[src/rtl/dmem_port_arbiter.sv]
// Two-requester (pipeline P, DMA/debug D) arbiter for the single data-memory port.
// Optional feature: define DMEM_ARB_RR_EN for round-robin arbitration (default: fixed P over D).
module dmem_port_arbiter #(
    parameter int unsigned AW = 8
) (
    input  logic        clk,
    input  logic        reset,
    input  logic        p_req,
    input  logic [1:0]  p_we,
    input  logic [31:0] p_addr,
    input  logic [31:0] p_wdata,
    output logic        p_gnt,
    output logic        p_stall,
    input  logic        d_req,
    input  logic [1:0]  d_we,
    input  logic [31:0] d_addr,
    input  logic [31:0] d_wdata,
    output logic        d_gnt,
    output logic [31:0] rdata,
    output logic        rvalid,
    output logic        rsel,
    output logic        err,
    output logic [1:0]  mem_we,
    output logic [31:0] mem_a,
    output logic [31:0] mem_wd,
    input  logic [31:0] mem_rd
);

    typedef enum logic [1:0] {
        IDLE  = 2'd0,
        GNT_P = 2'd1,
        GNT_D = 2'd2
    } state_t;

    state_t      r_state;
    state_t      w_next;
    logic        w_p_elig;
    logic        w_d_elig;
    logic        w_pick_p;
    logic        w_grant;
    logic        w_reject;
    logic [1:0]  w_we;

    // Only stores carry an alignment constraint; reads fetch the whole word and
    // byte/half extraction happens downstream.
    function automatic logic f_reject(input logic [1:0] we, input logic [31:0] addr);
        logic w_range;
        logic w_align;
        w_range = |(addr >> AW);
        w_align = ((we == 2'b01) && (addr[1:0] != 2'b00)) ||
                  ((we == 2'b10) && addr[0]);
        return w_range || w_align;
    endfunction

    // The requester served this cycle sits out the next evaluation.
    assign w_p_elig = p_req && (r_state != GNT_P);
    assign w_d_elig = d_req && (r_state != GNT_D);

`ifdef DMEM_ARB_RR_EN
    logic r_last_d;

    always_ff @(posedge clk or negedge reset) begin
        if (!reset) begin
            r_last_d <= 1'b1;
        end else if (r_state == GNT_P) begin
            r_last_d <= 1'b0;
        end else if (r_state == GNT_D) begin
            r_last_d <= 1'b1;
        end
    end

    assign w_pick_p = w_p_elig && (!w_d_elig || r_last_d);
`else
    assign w_pick_p = w_p_elig;
`endif

    always_ff @(posedge clk or negedge reset) begin
        if (!reset) begin
            r_state <= IDLE;
        end else begin
            r_state <= w_next;
        end
    end

    always_comb begin
        w_next = IDLE;
        if (w_pick_p) begin
            w_next = GNT_P;
        end else if (w_d_elig) begin
            w_next = GNT_D;
        end
    end

    always_comb begin
        w_we     = 2'b00;
        mem_a    = '0;
        mem_wd   = '0;
        w_reject = 1'b0;
        case (r_state)
            GNT_P: begin
                w_we     = p_we;
                mem_a    = p_addr;
                mem_wd   = p_wdata;
                w_reject = f_reject(p_we, p_addr);
            end
            GNT_D: begin
                w_we     = d_we;
                mem_a    = d_addr;
                mem_wd   = d_wdata;
                w_reject = f_reject(d_we, d_addr);
            end
            default: ;
        endcase
    end

    assign mem_we  = w_reject ? 2'b00 : w_we;
    assign p_gnt   = (r_state == GNT_P);
    assign d_gnt   = (r_state == GNT_D);
    assign p_stall = p_req && !p_gnt;
    assign w_grant = p_gnt || d_gnt;

    always_ff @(posedge clk or negedge reset) begin
        if (!reset) begin
            rvalid <= 1'b0;
            rsel   <= 1'b0;
            err    <= 1'b0;
            rdata  <= '0;
        end else begin
            rvalid <= w_grant;
            rsel   <= d_gnt;
            err    <= w_grant && w_reject;
            if (w_grant) begin
                rdata <= mem_rd;
            end
        end
    end

endmodule
[config.mk]
export PLATFORM = sky130hd
export DESIGN_NAME = dmem_port_arbiter
export DESIGN_NICKNAME = d
export VERILOG_FILES = /design/src/rtl/dmem_port_arbiter.sv
export SDC_FILE = /design/constraint.sdc
export NUM_CORES = 1
export LEC_CHECK = 0
export CAP_MARGIN = 40
export CORE_ASPECT_RATIO = 0.7
export CORE_MARGIN = 8
export CORE_UTILIZATION = 28
export CTS_BUF_LIST = sky130_fd_sc_hd__clkbuf_2
export DETAILED_ROUTE_END_ITERATION = 8
export PLACE_DENSITY = 0.82
export REMOVE_ABC_BUFFERS = 1
export SYNTH_ARGS = -nofsm -noshare
export SYNTH_HDL_FRONTEND = slang
export SYNTH_SLANG_ARGS = --single-unit
[constraint.sdc]
create_clock -name clk -period 3 [get_ports clk]
set_clock_uncertainty 0.2 [all_clocks]
set_input_delay 0.75 -clock clk [delete_from_list [all_inputs] [get_ports clk]]
set_output_delay 0.75 -clock clk [all_outputs]
set_load 0.01 [all_outputs]
; ---- Word-level counts from Yosys, hierarchy flattened
; Index checks and enable logic that the tools add are counted.
; Widths: inputs -> output; s select.
[totals]
output_inout_bits = 104
inputBits = 168
romBits = 0
mem_count = 0
latchBits = 0
ram_bits = 0
elab_cells = 38
reg_bits = 37
[classes]
n_reduce_logical = 18
n_div = 0
add_sub_neg = 0
n_shift = 0
n_eq_ne = 8
n_mul = 0
order_cmp = 0
bitwise = 0
muxes = 7
[op_table]
columns = op, count
row1 = $pmux 32 s2, 2
row2 = $reduce_or 24->1, 2
row3 = $logic_and 1x1->1, 8
row4 = $eq 2x1->1 const B, 3
row5 = $eq 2x2->1 const B, 3
row6 = $mux 2, 3
row7 = $logic_or 1x1->1, 5
row8 = $pmux 2 s2, 1
row9 = $reduce_bool 2->1, 2
row10 = $ne 2x1->1 const B, 1
row11 = $ne 2x2->1 const B, 1
row12 = $pmux 1 s2, 1
row13 = $logic_not 1->1, 1

; ---- Depth between registers and ports, before layout
[depth]
ltp_word = 6
mapped_depth = 6
depth_no_buf = 4

; ---- Worst setup path before layout
; OpenSTA, ideal clock, no wires.
[synth_path]
path_kind = input port to output port
from = input port p_addr[24]
to = output port mem_we[0]
cell_stages = 4
t_arrival_ns = 1.882
n_path_buf = 0
path_slack_ns = 0.168
path_cell_list = nor4_2 > nand4_1 > o31a_1 > nor4_1
[synth_via]
elab_chain_len = 4
[synth_rtl]
columns = element, line
row1 = start: declaration, 10  ; input logic [31:0] p_addr,
row2 = $reduce_or 24->1, 49  ; w_range = |(addr >> AW);
row3 = $logic_or 1x1->1, 52  ; return w_range || w_align;
row4 = $pmux 1 s2, 99  ; case (r_state)
row5 = $mux 2, 116  ; assign mem_we = w_reject ? 2'b00 : w_we;
row6 = end: declaration, 23  ; output logic [1:0] mem_we,
; No other way between the ends.

; ---- Worst setup path in the final report
[layout_path]
from = input port p_addr[22]
to = output port mem_we[1]
; Same word-level chain as after synthesis.

==> flow_metrics.tcl <==
set metrics [dict create \
    grtUsageTotal_pct 21.73 \
    critPathLaunch "p_addr[22]" \
    gp_congestion 0.9320 \
    switchingPower_mw 0.7226 \
    grt_pass1_vias 3727 \
    synth.largest_area_cell "dfrtp_1" \
    synthCells 261 \
    peakVddDrop_mv 0.3229 \
    port_buffers 271 \
    utilization_pct 67.51 \
    cts_sinks 37 \
    crit_path_start_kind "input port" \
    via_per_inst 5.086 \
    p_per_area_mw_per_mm2 363.5 \
    fin_nets 737 \
    synthFlopType "dfrtp_1" \
    worstPathArrival_ns 2.12 \
    stdcell_count 673 \
    status "finished, violations left" \
    fp.dieW_um 126.6 \
    post-dp-hpwl_um 11100 \
    synth_seq_area_share_pct 38.64 \
    path_cells "clkdlybuf4s15_1, nor4_2, nand4_1, o31a_1, nor4_2, buf_2" \
    synthToLayoutAreaGrowth_pct 135.9 \
    cts_buffers 5 \
    initial_utilization_pct 28.62 \
    synth_area_leaders "dfrtp_1 39%, a22oi_1 21%, mux2_2 15%" \
    yosysMostFrequentCell "a22oi_1" \
    path_clk_slew_ns 0.21 \
    setup_violations 2 \
    post_drt_wl_per_cell_um 20.79 \
    die-area_mm2 0.01182 \
    netlist.area_leader.share_pct 38.64 \
    antenna_left 0 \
    hold_viol_final 0 \
    postSynthAreaPerCell_um2 9.180 \
    period_needed_ns 3.071 \
    switching_share_pct 35.17 \
    n_antenna_cell 0 \
    grt_pass1_wl_um 20380 \
    drt-pass1-iter-count 4 \
    ys_async_sr_fraction_pct 100.0 \
    timing.final.crit_share_pct 102.4 \
    insertion_delay_ns 0.37 \
    violations "negative setup slack" \
    cp_common_cell "nor4_2" \
    clkPwrFrac_pct 11.1 \
    ys_seq_elements 37 \
    cts_max_level 2 \
    hold_class "in -> async" \
    totalWireLength_um 13990 \
    slew_headroom_pct 44.62 \
    fin_ws_ns -0.07097 \
    synth_cell_types 24 \
    p_int_mw 1.332 \
    placedCellCount 646 \
    tritoncts "done" \
    worst_slew_pin_slew_ns 0.8307 \
    num_vias 3423 \
    leakagePower_nw 2.505 \
    r2r-start "r_state[1]" \
    critPathSlowestCell "o31a_1" \
    n_fill_cell 694 \
    yosys_warnings 0 \
    ioPinCount 272 \
    r2r_end "rdata[30]" \
    final_cell_area_mm2 0.005653 \
    drt_iter0_drc 155 \
    rr_worst_depth 5 \
    drive_gt1_share_pct 29.75 \
    cts-root-buf "clkbuf_2" \
    grt_max_degree 55 \
    cts_buffer_depth 2 \
    rsz0062_at_grt "true" \
    pwr-share-seq_pct 32.2 \
    rrSetupSlack_ns 1.02 \
    crit_type "in -> out" \
    synth-edff-count 0 \
    core_mm2 0.008373 \
    synth.top_cells.by_count "66 x a22oi_1, 64 x nor2_1, 37 x dfrtp_1" \
    critPathRequiredTime_ns 2.05 \
    synthesis.area_mm2 0.002396 \
    postPlaceCellArea_mm2 0.005435 \
    drc 0 \
    cp_max_fo 3 \
    maxSlewViolCount 0 \
    slowest_delay_ns 0.37 \
    hold_ws_ns 0.2267 \
    combinationalPowerShare_pct 56.7 \
    fmaxAchievable_ghz 0.3256 \
    dieHeight_um 93.40 \
    crit_end "mem_we[1]" \
    core.rowCount 28 \
    end_kind "output port" \
    antenna_found_initial 0 \
    grt_overflow 0 \
    timing.max_cap.violations 0 \
]
-- power by group through the flow --
stage / Sequential [mW] / Combinational, mW / Clock (mW)
3_3_place_gp: 0.662 / 1.15 / 0
4_1_cts: 0.661 / 1.15 / 0.239
3_5_place_dp: 0.672 / 1.17 / 0
6_report: 0.662 / 1.17 / 0.228
5_1_grt: 0.676 / 1.24 / 0.257
2_1_floorplan: 0.720 / 0.350 / 0
-- metal layers --
metal,share of wire [%],GRT usage [%],up-vias,routed length [um]
met4,2.8,7.278,0,396
met1,37,24.84,1649,5175
met3,6.9,4.261,31,972
li1,-,-,1583,-
met2,53,40.00,160,7445
met5,0,0,-,0
-- placed cells by master (no fill, tap or decap), types with 2 or more instances in the layout --
master,instances
a22oi_1,49
buf_4,46
clkdlybuf4s15_2,3
nand4_1,2
a22oi_2,17
dfrtp_1,37
dlygate4sd2_1,49
buf_2,13
buf_12,2
nor2_1,64
nor4_4,5
buf_8,4
mux2_2,32
clkbuf_2,29
buf_6,3
o31a_1,2
nor4_2,9
clkdlybuf4s50_1,149
inv_1,4
o21a_1,2
clkdlybuf4s15_1,28
dlymetal6s2s_1,3
ha_4,2
-- state kept, by name, summed over array words and instances (netlist names) --
| register | count |
|---|---|
| rdata | 32 |
| rvalid | 1 |
| rsel | 1 |
| r_state | 2 |
| err | 1 |
-- metrics by stage --
stage / TNS (ns) / total power, mW / setup slack (ns)
3_3_place_gp: -1.863 / 1.809 / -0.8802
3_5_place_dp: -2.152 / 1.839 / -1.007
4_1_cts: -0.2049 / 2.053 / -0.1045
5_1_grt: -0.3773 / 2.169 / -0.1268
2_1_floorplan: -28.45 / 1.070 / -0.4319
6_report: -0.1210 / 2.055 / -0.07097
-- how the worst min path moves through the flow --
stage                     slack, ns      start  cells after the start        end
after detailed placement       0.29   rdata[5]                      1   rdata[5]
after global placement         0.29  rdata[18]                      1  rdata[18]
after floorplan                0.25      reset                      0        err
after CTS                      0.23      reset                      1   rdata[1]
final                          0.23      reset                      1  rdata[22]
after global routing           0.26      reset                      1  rdata[22]
-- critical path: cells and delay by family --
kind	cells	cell delay [ns]
AOI/OAI and AO/OA	1	0.37
and+or+nand+nor	3	0.62
buffers and inverters	2	0.38
-- area by class of cell --
cell class / count / area [um2] / share of cell area [%]
repair buffers: 325 / 2964 / 52.43
multi-input cells: 194 / 1574 / 27.84
flip-flops and latches: 37 / 925.9 / 16.38
well taps: 105 / 131.4 / 2.324
clock buffers: 5 / 25.02 / 0.4427
clock inverters: 3 / 17.52 / 0.3099
inverters: 4 / 15.01 / 0.2656
-- cell families (layout without fill, tap and decap cells) --
logic type | after synthesis | in the layout | share of synthesized area, %
simple gates | 86 | 86 | 16.97
flops | 37 | 37 | 38.64
buf+inv | 30 | 337 | 4.908
fa+ha+maj | 2 | 2 | 1.044
xor+xnor | 2 | 2 | 0.7312
mux | 32 | 32 | 15.04
compound gates | 72 | 72 | 22.66
-- timing repair --
item,CTS,global route
pin swaps,22,16
resized for setup,209,85
setup endpoints to repair,68,36
hold buffers,0,0
buffers inserted,20,0
Power figures use the tool's default switching activity.
